==> config.mk <==
export PLATFORM = sky130hd
export DESIGN_NAME = mem_access_unit
export DESIGN_NICKNAME = d
export VERILOG_FILES = /design/src/rtl/mem_access_unit.sv
export SDC_FILE = /design/constraint.sdc
export NUM_CORES = 1
export LEC_CHECK = 0
export BUFFER_PORTS_ARGS = -buffer_cell sky130_fd_sc_hd__buf_2
export CORE_UTILIZATION = 40
export CTS_CLUSTER_DIAMETER = 50
export DETAILED_ROUTE_END_ITERATION = 10
export PLACE_DENSITY = 0.65
export SYNTH_ARGS = -nofsm -noshare
export SYNTH_HDL_FRONTEND = slang
export SYNTH_SLANG_ARGS = --single-unit
==> constraint.sdc <==
create_clock -name clk -period 2.7 [get_ports clk]
set_input_delay 0.405 -clock clk [delete_from_list [all_inputs] [get_ports clk]]
set_output_delay 0.405 -clock clk [all_outputs]
set_load 0.01 [all_outputs]
==> src/rtl/mem_access_unit.sv <==
// -----------------------------------------------------------------------------
// mem_access_unit
//
// Request sequencer that sits directly in front of data_memory. One
// LOAD/STORE/PUSH/POP request is accepted at a time; the unit computes the
// effective address, drives the memory bus, absorbs the memory's one-cycle
// registered read latency and keeps a hardware stack pointer.
//
// Handshake: in_req is sampled only while out_busy is low (IDLE). A request
// presented while busy is dropped, not queued; the requester re-issues after
// it has seen the one-cycle out_done pulse. out_err is only meaningful while
// out_done is high.
//
// Ports
//   clk, rst_n      clock, asynchronous active-low reset
//   in_req          request strobe
//   in_op           00 LOAD, 01 STORE, 10 PUSH, 11 POP
//   in_base         base address (LOAD/STORE)
//   in_offset       signed 8-bit offset (LOAD/STORE)
//   in_wdata        write data (STORE/PUSH)
//   out_busy        high in every state except IDLE
//   out_done        one-cycle completion pulse
//   out_err         stack overflow/underflow, valid with out_done
//   out_rdata       last read result, held until the next successful read
//   out_sp          stack pointer (next free slot)
//   mem_addr        memory address
//   mem_write_en    memory write enable
//   mem_wdata       memory write data
//   mem_rdata       memory read data, valid the cycle after the address
//   dbg_state       current FSM state (0 IDLE, 1 ISSUE, 2 WAIT, 3 DONE)
// -----------------------------------------------------------------------------
module mem_access_unit #(
    parameter int                ADDR_W   = 10,
    parameter int                DATA_W   = 8,
    parameter logic [ADDR_W-1:0] SP_RESET = 10'h3FF,
    parameter logic [ADDR_W-1:0] SP_LIMIT = 10'h300
) (
    input  logic              clk,
    input  logic              rst_n,
    input  logic              in_req,
    input  logic [1:0]        in_op,
    input  logic [ADDR_W-1:0] in_base,
    input  logic [7:0]        in_offset,
    input  logic [DATA_W-1:0] in_wdata,
    output logic              out_busy,
    output logic              out_done,
    output logic              out_err,
    output logic [DATA_W-1:0] out_rdata,
    output logic [ADDR_W-1:0] out_sp,
    output logic [ADDR_W-1:0] mem_addr,
    output logic              mem_write_en,
    output logic [DATA_W-1:0] mem_wdata,
    input  logic [DATA_W-1:0] mem_rdata,
    output logic [1:0]        dbg_state
);

    localparam logic [1:0] S_IDLE  = 2'd0;
    localparam logic [1:0] S_ISSUE = 2'd1;
    localparam logic [1:0] S_WAIT  = 2'd2;
    localparam logic [1:0] S_DONE  = 2'd3;

    localparam logic [1:0] OP_LOAD  = 2'b00;
    localparam logic [1:0] OP_STORE = 2'b01;
    localparam logic [1:0] OP_PUSH  = 2'b10;
    localparam logic [1:0] OP_POP   = 2'b11;

    localparam logic [ADDR_W-1:0] ADDR_ONE = 1;

    logic [1:0]        state;
    logic [1:0]        op_q;
    logic              err_q;

    logic [ADDR_W-1:0] offset_ext;
    logic [ADDR_W-1:0] ls_addr;
    logic [ADDR_W-1:0] req_addr;
    logic              req_err;
    logic              req_write;
    logic              op_q_write;

    // Effective address for LOAD/STORE wraps modulo 2^ADDR_W by plain truncation.
    assign offset_ext = {{(ADDR_W-8){in_offset[7]}}, in_offset};
    assign ls_addr    = in_base + offset_ext;

    // STORE and PUSH are the writing ops: op[0] differs between them, so test explicitly.
    assign req_write  = (in_op == OP_STORE) || (in_op == OP_PUSH);
    assign op_q_write = (op_q == OP_STORE) || (op_q == OP_PUSH);

    always_comb begin
        req_addr = ls_addr;
        req_err  = 1'b0;
        case (in_op)
            OP_PUSH: begin
                req_addr = out_sp;
                req_err  = (out_sp < SP_LIMIT);
            end
            OP_POP: begin
                // out_sp points at the free slot, so the top item is one above it.
                req_addr = out_sp + ADDR_ONE;
                req_err  = (out_sp == SP_RESET);
            end
            default: begin
                req_addr = ls_addr;
                req_err  = 1'b0;
            end
        endcase
    end

    always_ff @(posedge clk or negedge rst_n) begin
        if (!rst_n) begin
            state        <= S_IDLE;
            op_q         <= OP_LOAD;
            err_q        <= 1'b0;
            out_sp       <= SP_RESET;
            out_rdata    <= '0;
            mem_addr     <= '0;
            mem_wdata    <= '0;
            mem_write_en <= 1'b0;
        end else begin
            case (state)
                S_IDLE: begin
                    if (in_req) begin
                        op_q  <= in_op;
                        err_q <= req_err;
                        if (req_err) begin
                            // Rejected stack op: no bus activity, straight to DONE.
                            state <= S_DONE;
                        end else begin
                            state        <= S_ISSUE;
                            mem_addr     <= req_addr;
                            mem_write_en <= req_write;
                            // Reads leave the last write data on the bus.
                            if (req_write) begin
                                mem_wdata <= in_wdata;
                            end
                        end
                    end
                end
                S_ISSUE: begin
                    mem_write_en <= 1'b0;
                    if (op_q_write) begin
                        if (op_q == OP_PUSH) begin
                            out_sp <= out_sp - ADDR_ONE;
                        end
                        state <= S_DONE;
                    end else begin
                        state <= S_WAIT;
                    end
                end
                S_WAIT: begin
                    out_rdata <= mem_rdata;
                    if (op_q == OP_POP) begin
                        out_sp <= out_sp + ADDR_ONE;
                    end
                    state <= S_DONE;
                end
                default: begin
                    err_q <= 1'b0;
                    state <= S_IDLE;
                end
            endcase
        end
    end

    assign out_busy  = (state != S_IDLE);
    assign out_done  = (state == S_DONE);
    assign out_err   = (state == S_DONE) && err_q;
    assign dbg_state = state;

endmodule

==> run metrics <==
first-pass GRT wire length ~10 mm; failing checks design-rule violations; Detailed Place HPWL roughly 4.4 mm; area of the multi-input gates 0.00153 mm2; max incr delay on CP slightly above 600 ps; root buf cell clkbuf_8; CTS tree yes; crit share post-route between 70% and 80%; placed inst area roughly 0.0031 mm2; synthesized area ~0.0027 mm2; fin. max-slew vios 0; Area Overhead vs Synth 20.3%; Vias 2,261; Slew HR a little under two fifths; num rows 29; mean routed wirelength per cell approximately 14 um; Layout Cells excl Fill between 400 and 500; largest net degree at the start of global routing 43; FF+latch count, synth 42; ant diodes 0; post-synth net total 333; Worst VDD drop between 0.5 and 0.6 mV; layout cells sized above 1 about a third; worst-path fanout max 18; Setup Skew approximately 7.5 ps; Register Area roughly 0.0011 mm2; Die X-Extent 84.0 um; fillers between 600 and 700; crit path kind reg -> reg; setup bufs post-CTS 0; initial antenna violation count 0; Power Total around 3.4 mW; worst slew pin tran around 930 ps; Finished Core Util about half; Initial Util between 40% and 50%; f_max 0.472 GHz; crit path buf inv count 0; CP endpoint kind flop; RSZ-0062 raised after global routing false; Fin Hold WS approximately 240 ps; Synth cell types 51; Setup-failing EPs final 0; placed cell count ~420; most used flip-flop cell after synthesis dfrtp_1; synthesized instance count 274; I/O Pins a little over 80; worst setup margin approximately 580 ps; worst-path cell chain ha_1 > nand4_1 > o31ai_4 > nor2_2 > nor2_1 > a31oi_1; CTS Buffer Depth 2; delay-heaviest family, CP flip-flops; clock sink count 42; CP Launch Type flop; EDFF count, synth 0; vias in the first global route about 2.2k; vias per cell ~5.3; Worst-path clk slew ~80 ps; 1st-pass router iterations 7; min Tclk post-route 2120 ps; number of max-cap violations 0; Tightest Hold Check Type in -> async; total wire length 5.92 mm; total CTS buffers 5; die outline height between 80 and 90 um; IO Port Bufs 80; outcome complete, but fails checks; post-synthesis sequential area ratio between 30% and 40%; DR iter-0 viols between 100 and 150; RePlAce Congestion between 0.8 and 0.9; Final ANT Viol Nets 0; Cell Pwr Density about 1000 mW/mm2; Worst Path Required ~2900 ps; Slowest-stage cell, CP dfstp_2; design area around 0.0032 mm2; post_cts resized 0; Critical Path AT between 2000 and 2500 ps; final hold vios 0; asr flop ratio synth 100%; pre-CTS WS about 270 ps; H-tree levels 2; final net count 411; Worst-Skew Late Latency approximately 300 ps; DIE AREA 0.00705 mm2; placeable core area 0.00642 mm2; Remaining DRCs 9; Total Routing Usage GR between 10% and 20%; Mean Syn Cell Area about 9.8 um2; Static Leakage about 1.5 nW; hold buffer count at cts 0; YS warnings 0; setup TNS after final layout 0 ps; global route overflow 0
==> cell usage after synthesis, types with 5 or more instances <==
cell type	number	area share, %
inv_1	10	1.4
a211oi_1	5	1.4
mux2_2	10	4.2
xor2_1	8	2.6
ha_1	19	8.8
nand3_1	8	1.5
mux2_1	8	3.4
xnor2_1	14	4.6
nand2_1	23	3.2
nor2_1	27	3.8
o21ai_0	10	1.9
dfstp_2	10	9.8
a31oi_1	5	1.2
buf_2	6	1.1
dfrtp_1	32	30
a21oi_1	13	2.4
nor3_1	7	1.3
==> path summary, 6_finish.rpt <==
path                                           from                        to  slack (ps)  cells past startpoint
hold / removal                                rst_n  out_rdata[1]$_DFFE_PN0P_         240                      1
setup / recovery              out_sp[0]$_DFFE_PN1P_   mem_addr[6]$_DFFE_PN0P_         580                      6
setup reg to reg              out_sp[0]$_DFFE_PN1P_   mem_addr[6]$_DFFE_PN0P_         580                      6
hold reg to reg            mem_wdata[3]$_DFFE_PN0P_  mem_wdata[3]$_DFFE_PN0P_         490                      1
min in group clk                        in_wdata[3]  mem_wdata[3]$_DFFE_PN0P_         320                      2
max in group asynchronous                     rst_n   mem_addr[9]$_DFFE_PN0P_        1880                      1
==> layout make-up <==
type,instances,area share (%)
clock inverters,1,0.155
multi-input cells,211,47.3
repair buffers,82,12.8
inverters,10,1.16
flip-flops and latches,42,32.9
well taps,77,2.98
clock buffers,7,2.67
==> cells in the final DEF (no fill, tap or decap), types with 2 or more instances in the layout <==
cell and instances:
a31oi_1 5, o21ai_1 3, a221oi_1 4, nand2b_1 2
clkbuf_8 6, a22o_1 2, a22oi_1 2, mux2_1 8
o21ai_0 10, dfrtp_1 32, mux2i_1 4, xnor2_1 14
o22ai_1 4, inv_1 10, xor2_1 8, ha_1 19
nor4_1 2, nor2b_1 2, o211ai_1 2, mux2_2 10
buf_2 80, buf_4 2, a21o_1 3, a211oi_1 5
dfstp_2 10, nand4_1 3, nor3_1 7, nor2_1 27
or3_1 2, a21oi_1 13, nand3_1 8, nand2_1 23
==> state kept, by name (all words and copies together), names as in the netlist <==
register      count
mem_wdata         8
out_rdata         8
out_sp           10
op_q              2
mem_write_en      1
mem_addr         10
dbg_state         2
err_q             1
==> power breakdown <==
group	total [mW]	internal (mW)	leakage, nW	switching [mW]
clock network	0.424	0.206	0.0482	0.218
registers	1.34	1.01	0.482	0.330
logic	1.60	0.765	0.951	0.839
total	3.37	1.98	1.48	1.39
==> layer usage <==
layer,global-route usage [%],share of wire [%],vias up,wire [um]
met5,0,0,-,0
met4,5.64,1.3,0,79
met3,4.35,6.4,7,380
met2,27.8,43,78,2570
met1,24.2,49,1037,2890
li1,-,-,1139,-
==> cell families after synthesis <==
group	count (synthesis)	share of synthesized area, %
AO/OA/AOI/OAI	61	15.3
flip-flops	42	39.6
buffers and inverters	21	3.49
adder cells (fa/ha/maj)	20	9.59
XOR/XNOR	22	7.17
AND/OR/NAND/NOR	86	15.8
multiplexers	22	9.03
No activity file was read; power rests on OpenSTA's default activity.
